<file path="src/rtl/psum_col_drain_pkg.sv">
// Shared PE-column constants and psum accumulator helpers.
// Used by the PE column, the psum drain and the ofmap writer.
package psum_col_drain_pkg;

    localparam int unsigned ROWS      = 12;
    localparam int unsigned PSUM_W    = 14;
    localparam int unsigned ACC_W     = 18;
    localparam int unsigned OUT_W     = 8;
    localparam int unsigned SHIFT_DEF = 4;

    localparam int unsigned IDX_W   = $clog2(ROWS);
    localparam int unsigned FRAME_W = ROWS * OUT_W;
    localparam int unsigned OUT_MAX = (1 << OUT_W) - 1;

    typedef logic [FRAME_W-1:0] frame_t;
    typedef logic signed [ACC_W-1:0] acc_t;

    function automatic acc_t sext_psum(input logic signed [PSUM_W-1:0] s);
        return {{(ACC_W-PSUM_W){s[PSUM_W-1]}}, s};
    endfunction

    // Add one psum to an accumulator, clamping to the signed ACC_W range.
    function automatic acc_t sat_acc_add(input acc_t a, input logic signed [PSUM_W-1:0] s);
        logic [ACC_W:0] sum;
        acc_t           res;
        sum = {a[ACC_W-1], a} + {{(ACC_W+1-PSUM_W){s[PSUM_W-1]}}, s};
        if (sum[ACC_W] != sum[ACC_W-1]) begin
            res = sum[ACC_W] ? {1'b1, {(ACC_W-1){1'b0}}} : {1'b0, {(ACC_W-1){1'b1}}};
        end else begin
            res = sum[ACC_W-1:0];
        end
        return res;
    endfunction

endpackage

</file>
<file path="src/rtl/psum_col_drain_frame_fifo.sv">
// Two-entry frame FIFO; also exposes the head and occupancy as they will be
// after the current edge so the drain can register its outputs.
module psum_frame_fifo
    import psum_col_drain_pkg::*;
(
    input  logic       clk,
    input  logic       rst_n,
    input  logic       push_i,
    input  frame_t     push_data_i,
    input  logic       pop_i,
    output frame_t     head_nxt_c,
    output logic [1:0] count_nxt_c,
    output logic       full_o,
    output logic       empty_o
);

    frame_t     mem_q [2];
    logic       rd_ptr_q;
    logic       wr_ptr_q;
    logic [1:0] count_q;
    logic       full_q;
    logic       empty_q;
    logic       do_pop;
    logic       do_push;

    // A push into a full FIFO only lands when the head leaves the same cycle.
    assign do_pop      = pop_i && !empty_q;
    assign do_push     = push_i && (!full_q || do_pop);
    assign count_nxt_c = count_q + 2'(do_push) - 2'(do_pop);

    always_comb begin
        head_nxt_c = mem_q[rd_ptr_q];
        if ((count_q == 2'd0) || ((count_q == 2'd1) && do_pop)) begin
            head_nxt_c = push_data_i;
        end else if (do_pop) begin
            head_nxt_c = mem_q[rd_ptr_q ^ 1'b1];
        end
    end

    always_ff @(posedge clk or negedge rst_n) begin
        if (!rst_n) begin
            mem_q[0] <= '0;
            mem_q[1] <= '0;
            rd_ptr_q <= 1'b0;
            wr_ptr_q <= 1'b0;
            count_q  <= 2'd0;
            full_q   <= 1'b0;
            empty_q  <= 1'b1;
        end else begin
            if (do_push) begin
                mem_q[wr_ptr_q] <= push_data_i;
            end
            wr_ptr_q <= wr_ptr_q ^ do_push;
            rd_ptr_q <= rd_ptr_q ^ do_pop;
            count_q  <= count_nxt_c;
            full_q   <= (count_nxt_c == 2'd2);
            empty_q  <= (count_nxt_c == 2'd0);
        end
    end

    assign full_o  = full_q;
    assign empty_o = empty_q;

endmodule

</file>
<file path="src/rtl/psum_col_drain.sv">
// PE-column psum receiver: accumulates passes, requantizes the last pass to
// bytes and drains buffered frames as a byte-serial valid/ready stream.
module psum_col_drain
    import psum_col_drain_pkg::*;
#(
    parameter int unsigned SHIFT = SHIFT_DEF
) (
    input  logic                   clk,
    input  logic                   rst_n,
    input  logic                   en,
    input  logic [ROWS*PSUM_W-1:0] psum_in,
    input  logic                   psum_vld,
    input  logic                   first_pass,
    input  logic                   last_pass,
    output logic [OUT_W-1:0]       out_data,
    output logic                   out_valid,
    output logic                   out_last,
    input  logic                   out_ready,
    output logic                   busy,
    output logic                   ovf
);

    localparam logic [0:0] ST_IDLE = 1'b0;
    localparam logic [0:0] ST_SEND = 1'b1;

    // ReLU, truncating shift and clamp to the unsigned output range.
    function automatic logic [OUT_W-1:0] requant(input acc_t v);
        acc_t             sh;
        logic [OUT_W-1:0] q;
        sh = v >>> SHIFT;
        if (v[ACC_W-1]) begin
            q = '0;
        end else if (sh > acc_t'(OUT_MAX)) begin
            q = '1;
        end else begin
            q = sh[OUT_W-1:0];
        end
        return q;
    endfunction

    acc_t             acc_q [ROWS];
    acc_t             acc_d [ROWS];
    frame_t           new_frame;
    logic             accept;
    logic             push_req;

    logic [0:0]       state_q, state_d;
    logic [IDX_W-1:0] row_idx_q, row_idx_d;
    logic [OUT_W-1:0] out_data_q, out_data_d;
    logic             out_valid_q, out_valid_d;
    logic             out_last_q, out_last_d;
    logic             busy_q, busy_d;
    logic             ovf_q, ovf_d;

    logic             beat;
    logic             last_row;
    logic             pop;
    logic             fifo_full;
    logic             fifo_empty;
    frame_t           head_nxt;
    logic [1:0]       count_nxt;
    logic [OUT_W-1:0] head_byte [ROWS];

    assign accept   = en && psum_vld;
    assign push_req = accept && last_pass;

    // Per-row accumulate and requantize; row 0 sits in the top slice.
    always_comb begin
        logic signed [PSUM_W-1:0] psum_r;
        acc_t                     v;
        psum_r    = '0;
        v         = '0;
        new_frame = '0;
        for (int r = 0; r < ROWS; r++) begin
            psum_r   = psum_in[(ROWS-1-r)*PSUM_W +: PSUM_W];
            v        = first_pass ? sext_psum(psum_r) : sat_acc_add(acc_q[r], psum_r);
            acc_d[r] = accept ? v : acc_q[r];
            new_frame[(ROWS-1-r)*OUT_W +: OUT_W] = requant(v);
        end
    end

    always_ff @(posedge clk or negedge rst_n) begin
        if (!rst_n) begin
            for (int r = 0; r < ROWS; r++) begin
                acc_q[r] <= '0;
            end
        end else begin
            for (int r = 0; r < ROWS; r++) begin
                acc_q[r] <= acc_d[r];
            end
        end
    end

    psum_frame_fifo u_fifo (
        .clk         (clk),
        .rst_n       (rst_n),
        .push_i      (push_req),
        .push_data_i (new_frame),
        .pop_i       (pop),
        .head_nxt_c  (head_nxt),
        .count_nxt_c (count_nxt),
        .full_o      (fifo_full),
        .empty_o     (fifo_empty)
    );

    assign beat     = out_valid_q && out_ready;
    assign last_row = (row_idx_q == IDX_W'(ROWS-1));
    assign pop      = beat && last_row && !fifo_empty;

    // Drain FSM; outputs are computed from post-edge FIFO state so they register.
    always_comb begin
        state_d     = state_q;
        row_idx_d   = row_idx_q;
        out_data_d  = '0;
        out_valid_d = 1'b0;
        out_last_d  = 1'b0;
        busy_d      = (count_nxt != 2'd0);
        ovf_d       = ovf_q || (push_req && fifo_full && !pop);

        for (int r = 0; r < ROWS; r++) begin
            head_byte[r] = head_nxt[(ROWS-1-r)*OUT_W +: OUT_W];
        end

        if (beat) begin
            row_idx_d = last_row ? '0 : row_idx_q + IDX_W'(1);
        end

        case (state_q)
            ST_IDLE: if (count_nxt != 2'd0) state_d = ST_SEND;
            ST_SEND: if (count_nxt == 2'd0) state_d = ST_IDLE;
            default: state_d = ST_IDLE;
        endcase

        if (state_d == ST_SEND) begin
            out_valid_d = 1'b1;
            out_data_d  = head_byte[row_idx_d];
            out_last_d  = (row_idx_d == IDX_W'(ROWS-1));
        end
    end

    always_ff @(posedge clk or negedge rst_n) begin
        if (!rst_n) begin
            state_q     <= ST_IDLE;
            row_idx_q   <= '0;
            out_data_q  <= '0;
            out_valid_q <= 1'b0;
            out_last_q  <= 1'b0;
            busy_q      <= 1'b0;
            ovf_q       <= 1'b0;
        end else begin
            state_q     <= state_d;
            row_idx_q   <= row_idx_d;
            out_data_q  <= out_data_d;
            out_valid_q <= out_valid_d;
            out_last_q  <= out_last_d;
            busy_q      <= busy_d;
            ovf_q       <= ovf_d;
        end
    end

    assign out_data  = out_data_q;
    assign out_valid = out_valid_q;
    assign out_last  = out_last_q;
    assign busy      = busy_q;
    assign ovf       = ovf_q;

endmodule

</file>
<file path="config.mk">
export PLATFORM = sky130hd
export DESIGN_NAME = psum_col_drain
export DESIGN_NICKNAME = d
export VERILOG_FILES = /design/src/rtl/psum_col_drain_pkg.sv /design/src/rtl/psum_col_drain_frame_fifo.sv /design/src/rtl/psum_col_drain.sv
export SDC_FILE = /design/constraint.sdc
export NUM_CORES = 2
export LEC_CHECK = 0
export CAP_MARGIN = 20
export CORE_MARGIN = 5
export CORE_UTILIZATION = 40
export CTS_CLUSTER_DIAMETER = 80
export DETAILED_ROUTE_END_ITERATION = 10
export GPL_TIMING_DRIVEN = 0
export SLEW_MARGIN = 20
export SYNTH_ARGS = -nofsm -noshare
export SYNTH_HDL_FRONTEND = slang
export SYNTH_SLANG_ARGS = --single-unit
</file>
<file path="constraint.sdc">
create_clock -name clk -period 4.5 [get_ports clk]
set_input_delay 1.35 -clock clk [delete_from_list [all_inputs] [get_ports clk]]
set_output_delay 1.35 -clock clk [all_outputs]
set_load 0.005 [all_outputs]
</file>
# Yosys cells after proc, flatten, opt, wreduce, memory -nomap -nowiden
# Index checks and enable logic that the tools add are counted.
# totals
reg_bits	431
latchBits	0
ramBits	0
rom_bits	0
inputBits	175
out_inout_bits	12
word_cells	184
mem_count	0
# op_classes
n_addsub	15
mul	0
div	0
order_cmp	17
n_eq_ne	16
shifts	0
muxes	82
bitwise_logic	8
n_reduce_logical	20
# ops
operator	n
$mux 96	9
$mux 18	36
$add 18x14->19	12
$mux 8	27
$bwmux 192	1
$gt 14x9->1 const B	12
$demux 96 s1	1
$bmux 8 s4	1
$ne 1x1->1	12
$logic_and 1x1->1	11
$eq 4x4->1 const B	2
$mux 4	2
$ge 2x2->1 const B	3
$not 1->2	3
$ge 5x5->1 const B	1
$not 4->5	1
$add 4x1->4 const B	1
$logic_not 2->1	2
$mux 1	4
$logic_not 1->1	3
$logic_or 1x1->1	3
$add 2x1->2	1
$eq 2x1->1 const B	1
$eq 2x2->1 const B	1
other kinds (6)	8

# Longest topological paths before layout
# depth
word_depth	12
mapped_depth	23
mapped_depth_nobuf	21

# Cells and area by module
# Synthesis repeated with hierarchy kept, for this count alone.
# hier_totals
hier_cells	3860
hier_area_um2	32707.6
# by_module_without_submodules
mod	n_inst	cells_each	area_per_inst_um2	seq_area_each_um2
psum_col_drain	1	3004	23435.0	5780.5
psum_frame_fifo	1	856	9272.6	4956.0

# Worst setup path after synthesis
# No wires, ideal clock.
# synth_timing
path_type	input to register
start	input psum_in[99]
end	register out_data_q[2] (netlist: out_data[2])
setup_ps	148
arrival_time_ps	5388
required_ps	4352
setup_slack_ps	-1036
path_stages	21
n_path_buf	2
path_cell_list	ha_1 a211oi_1 o21bai_1 o211ai_1 a31oi_1 a21o_1 a21o_1 a21o_1 a21oi_1 xnor2_1 ha_1 clkbuf_1 a211oi_1 o211ai_1 o41ai_1 and2_1 clkbuf_1 a31o_2 a221oi_1 a311oi_1 o221ai_1
# synth_via
elab_chain_len	12
word_cells_on_any_way	13
cone_classes	1 x add/sub; 1 x order compare; 1 x eq/ne; 10 x mux
# synth_lines
item	line_no	text
from (decl)	psum_col_drain.sv:11	input logic [ROWS*PSUM_W-1:0] psum_in,
$add 18x14->19 *	psum_col_drain_pkg.sv:26	sum = {a[ACC_W-1], a} + {{(ACC_W+1-PSUM_W){s[PSUM_W-1]}}, s};
$mux 18 or $ne 1x1->1 (tied branches)	psum_col_drain_pkg.sv:28, psum_col_drain_pkg.sv:27	
$mux 18 *	psum_col_drain_pkg.sv:27	if (sum[ACC_W] != sum[ACC_W-1]) begin
$mux 18 *	psum_col_drain.sv:76	v = first_pass ? sext_psum(psum_r) : sat_acc_add(acc_q[r], psum_r);
$gt 14x9->1	psum_col_drain.sv:33	end else if (sh > acc_t'(OUT_MAX)) begin
$mux 8	psum_col_drain.sv:33	
$mux 8 *	psum_col_drain.sv:31	if (v[ACC_W-1]) begin
$mux 96 *	psum_col_drain_frame_fifo.sv:33	if ((count_q == 2'd0) || ((count_q == 2'd1) && do_pop)) begin
$bmux 8 s4 *	psum_col_drain.sv:136	out_data_d = head_byte[row_idx_d];
$mux 8 (not written as such) * (2 in series)	psum_col_drain.sv:136	
$mux 8 *	psum_col_drain.sv:134	if (state_d == ST_SEND) begin
via out_data_d[2]	psum_col_drain.sv:49	logic [OUT_W-1:0] out_data_q, out_data_d;
to (signal assigned)	psum_col_drain.sv:153	out_data_q <= out_data_d;
to (decl)	psum_col_drain.sv:49	
# Mark *: on every way through the listed nets, which the timed path passes. The rest lies on a longest branch. The select of a mux whose other input is x is not followed.
# A chain may end at the register's enable or synchronous reset.

# Final worst setup path
# layout_timing
start	input out_ready
end	register out_data_q[7] (netlist: out_data[7])
# layout_via
elab_chain_len	12
word_cells_on_any_way	23
cone_classes	2 x add/sub; 10 x mux; 1 x bitwise; 10 x reduce/logical
# layout_lines
item	line_no	text
from (decl)	psum_col_drain.sv:18	input logic out_ready,
$logic_and 1x1->1 *	psum_col_drain.sv:106	assign beat = out_valid_q && out_ready;
$logic_and 1x1->1 (2 in series)	psum_col_drain.sv:108	assign pop = beat && last_row && !fifo_empty;
$logic_and 1x1->1	psum_col_drain_frame_fifo.sv:27	assign do_pop = pop_i && !empty_q;
$logic_or 1x1->1	psum_col_drain_frame_fifo.sv:28	assign do_push = push_i && (!full_q || do_pop);
$logic_and 1x1->1	psum_col_drain_frame_fifo.sv:28	
$add 2x1->2	psum_col_drain_frame_fifo.sv:29	assign count_nxt_c = count_q + 2'(do_push) - 2'(do_pop);
$sub 2x1->2	psum_col_drain_frame_fifo.sv:29	
$logic_not 2->1 or $reduce_bool 2->1 (tied branches)	psum_col_drain.sv:130, psum_col_drain.sv:129	
$mux 1 (on tied branches)	psum_col_drain.sv:130, psum_col_drain.sv:129	
$pmux 1 s2	psum_col_drain.sv:128	case (state_q)
$mux 8 *	psum_col_drain.sv:134	
via out_data_d[7]	psum_col_drain.sv:49	
# Marked as above.

==> flow_metrics.tcl <==
set metrics [dict create \
    ys_seq_area_frac 0.311 \
    synth_top_cell_by_area "dfrtp_1" \
    htreeDepth 2 \
    grt.total_usage 0.301 \
    crit_path_max_fanout 10 \
    critPathCapture "out_data[7]" \
    drt-wirelength-per-cell_um 26.0 \
    n_fill_cell 8236 \
    status "finished with violations" \
    die_area_um2 92200 \
    worstPathRequired_ns 4.95 \
    p_int_mw 16.8 \
    avgSynthCellArea_um2 8.34 \
    die_h_um 304 \
    grt_pass1_wl_um 216000 \
    power_mw 31.9 \
    leakage_nw 18.5 \
    synth_fp_nets 4547 \
    clock.fmax_ghz 0.190 \
    place_area_um2 38600 \
    numCtsBuffers 56 \
    fin_util 0.516 \
    ant_nets 0 \
    dp_hpwl_um 107000 \
    grt_antenna_before_repair 4 \
    ys_async_sr_fraction 1.00 \
    drc_errors 0 \
    cp-startpoint "out_ready" \
    p_comb_frac 0.647 \
    finalClockSkew_ns 0.0211 \
    io_buffer_count 185 \
    crit_path_max_incr_delay_ns 0.81 \
    end_kind "flop" \
    cp_slowest_cell "nor2_1" \
    share_seq_of_total_power 0.203 \
    synth-main-ff-cell "dfrtp_1" \
    mostFrequentLayoutCells "556 x nand2_1, 428 x dfrtp_1, 342 x o21ai_0" \
    violations "negative setup slack" \
    path_cells "clkdlybuf4s50_1, nand3_1, or4b_2, clkbuf_1, a21o_1, clkbuf_1, nor2_1, o2111ai_1, o31ai_1, a21oi_1, a21oi_4, o32ai_4" \
    max_slew_margin 0.159 \
    crit_type "input port to flop" \
    dr.pass1.iters 6 \
    grt_max_degree 91 \
    syn_to_final_growth_pct 27.8 \
    n_antenna_cell 0 \
    fin_crit_ns 5.26 \
    cts_sinks 429 \
    setup_viol 40 \
    multi_input_area_um2 25300 \
    route.vias.total 35600 \
    drive_gt1_frac 0.212 \
    finalSetupTns_ns -8.56 \
    clk-insertion-delay-late_ns 0.63 \
    final_common_cell "nand2_1" \
    maxCapViolCount 0 \
    ys_seq_elements 429 \
    cp.depth 12 \
    hp-class "flop to flop" \
    final_area_um2 44100 \
    switching_share 0.475 \
    place.gp.congestion 1.01 \
    slew_violations 0 \
    first_global_vias 33700 \
    core_area_um2 85400 \
    path_buf_inv 3 \
    worst_setup_path_start_kind "input port" \
    rrSetupSlack_ns -0.34 \
    grt-ovfl-total 0 \
    cts_hold_buf 0 \
    power_density_nw_per_um2 724 \
    fin_crit_sh 1.17 \
    worst_pin_slew_ns 1.26 \
    rows 107 \
    ir_drop_mv 0.412 \
    cts-root-buf "clkbuf_16" \
    cts_tree "built" \
    synth.top_cell.area_share 0.310 \
    fin_ws_ns -0.757 \
    hold_viol 0 \
    cpMostUsedCell "clkbuf_1" \
    drt-initial-drc-count 3595 \
    synthCells 4135 \
    timing.rr.start "acc_q[127]" \
    r2r_end "out_data[7]" \
    path_delay_family "simple AND/OR/NAND/NOR gates" \
    ys_top_cells_by_area "dfrtp_1 31%, ha_1 8.2%, nand2_1 6.1%, o21ai_0 5.6%, mux2_2 5.4%" \
    fin_nets 4928 \
    syn-cell-area_um2 34500 \
    clkPwrFrac 0.150 \
    p_switching_mw 15.1 \
    drt-total-wl_um 148000 \
    synth_cell_type_count 100 \
    rsz0062_at_grt "true" \
    io_pins 187 \
    fp.dieW_um 304 \
    clk_path_buf_depth 3 \
    start_util 0.404 \
    ys_warn_count 0 \
    routed_via_density 6.24 \
    reg2regPathDepth 21 \
    register_area_um2 10700 \
    synth_edf_count 0 \
    clk_pin_slew_ns 0.06 \
    critPathArrivalTime_ns 5.71 \
]
==> cell usage after synthesis, drive strengths merged (19+ instances only) <==
library cell / count
nand4: 20
nor2b: 39
dfrtp: 428
nor2: 274
a31oi: 53
o31ai: 37
o21ai: 408
a21o: 77
o221ai: 41
xnor2: 78
o21bai: 24
nand3: 68
nor3: 78
a311oi: 19
a211oi: 60
o21a: 59
inv: 118
and3: 32
mux2i: 98
nand2b: 42
a211o: 30
or3: 23
clkbuf: 177
xor2: 61
a21oi: 351
or2: 29
and2: 32
o211ai: 49
mux2: 166
nand2: 560
o22ai: 23
o31a: 23
a221oi: 22
buf: 34
ha: 225
==> cell type report <==
cell class,instances,area share
Clock inverter,24,0.00803
Clock buffer,72,0.0348
Buffer,194,0.0242
Tap cell,1144,0.0325
Sequential cell,429,0.244
Timing Repair Buffer,340,0.0726
Inverter,119,0.0101
Multi-Input combinational cell,3376,0.574
==> what timing repair did <==
item                       CTS  global route
gates resized for setup    442           320
hold endpoints to repair     0             0
pin swaps                   90           104
setup buffers               72            76
cloned                       0             1
setup endpoints to repair  372           233
==> kinds of logic after synthesis <==
group | after synthesis | share of synthesized area
multiplexers | 264 | 0.0826
XOR/XNOR | 139 | 0.0355
flip-flops | 429 | 0.311
AO/OA/AOI/OAI | 1451 | 0.273
AND/OR/NAND/NOR | 1267 | 0.168
buffers and inverters | 330 | 0.0365
adder cells (fa/ha/maj) | 255 | 0.0938
==> worst min path at each step <==
stage,startpoint,endpoint,depth (start not counted)
2_1_floorplan,acc_q[30],acc_q[30],2
3_3_place_gp,acc_q[30],acc_q[30],2
3_5_place_dp,acc_q[51],acc_q[51],2
4_1_cts,acc_q[51],acc_q[51],2
5_1_grt,acc_q[208],acc_q[208],1
6_report,acc_q[51],acc_q[51],2
==> worst register-to-register path, delay by kind of cell, from the launching register on <==
family	cells	cell delay, ns
and+or+nand+nor	2	0.51
buffers and inverters	3	0.45
adders and majority gates	2	0.61
AOI/OAI and AO/OA	13	2.58
xor gates and xnor gates	1	0.10
DFF	1	0.44
==> registers in the layout (all words and copies together) (netlist names) <==
register / cells
u_fifo.full_o: 1
u_fifo.count_q: 2
row_idx_q: 4
u_fifo.empty_o: 1
ovf: 1
out_data: 8
u_fifo.rd_ptr_q: 1
acc_q: 216
u_fifo.mem_q: 192
u_fifo.wr_ptr_q: 1
out_last: 1
busy: 1
==> power by group through the flow <==
| stage | combinational (mW) | clock (mW) | sequential (mW) |
|---|---|---|---|
| CTS | 18.8 | 4.82 | 6.43 |
| global route | 22.0 | 4.95 | 6.65 |
| floorplan | 12.0 | 0 | 6.16 |
| finish | 20.6 | 4.78 | 6.49 |
| detailed placement | 16.8 | 0 | 6.43 |
| global placement | 16.7 | 0 | 6.43 |
==> routing by layer <==
| layer | up-vias | GRT usage | share of wire |
|---|---|---|---|
| met5 | - | 0 | 0.00020 |
| met2 | 1580 | 0.469 | 0.44 |
| met1 | 17500 | 0.412 | 0.42 |
| met3 | 366 | 0.0463 | 0.079 |
| met4 | 4 | 0.145 | 0.058 |
| li1 | 16100 | - | - |
==> per-stage QoR <==
step	hold slack (ns)	instances	setup WS [ns]
6_report	0.475	5698	-0.757
3_5_place_dp	0.464	5473	-2.97
5_1_grt	0.496	5698	-0.817
2_1_floorplan	0.443	4135	-0.632
3_3_place_gp	0.458	5464	-18.73
4_1_cts	0.477	5632	-0.730
Note: power is estimated with default switching activity, not from simulation.
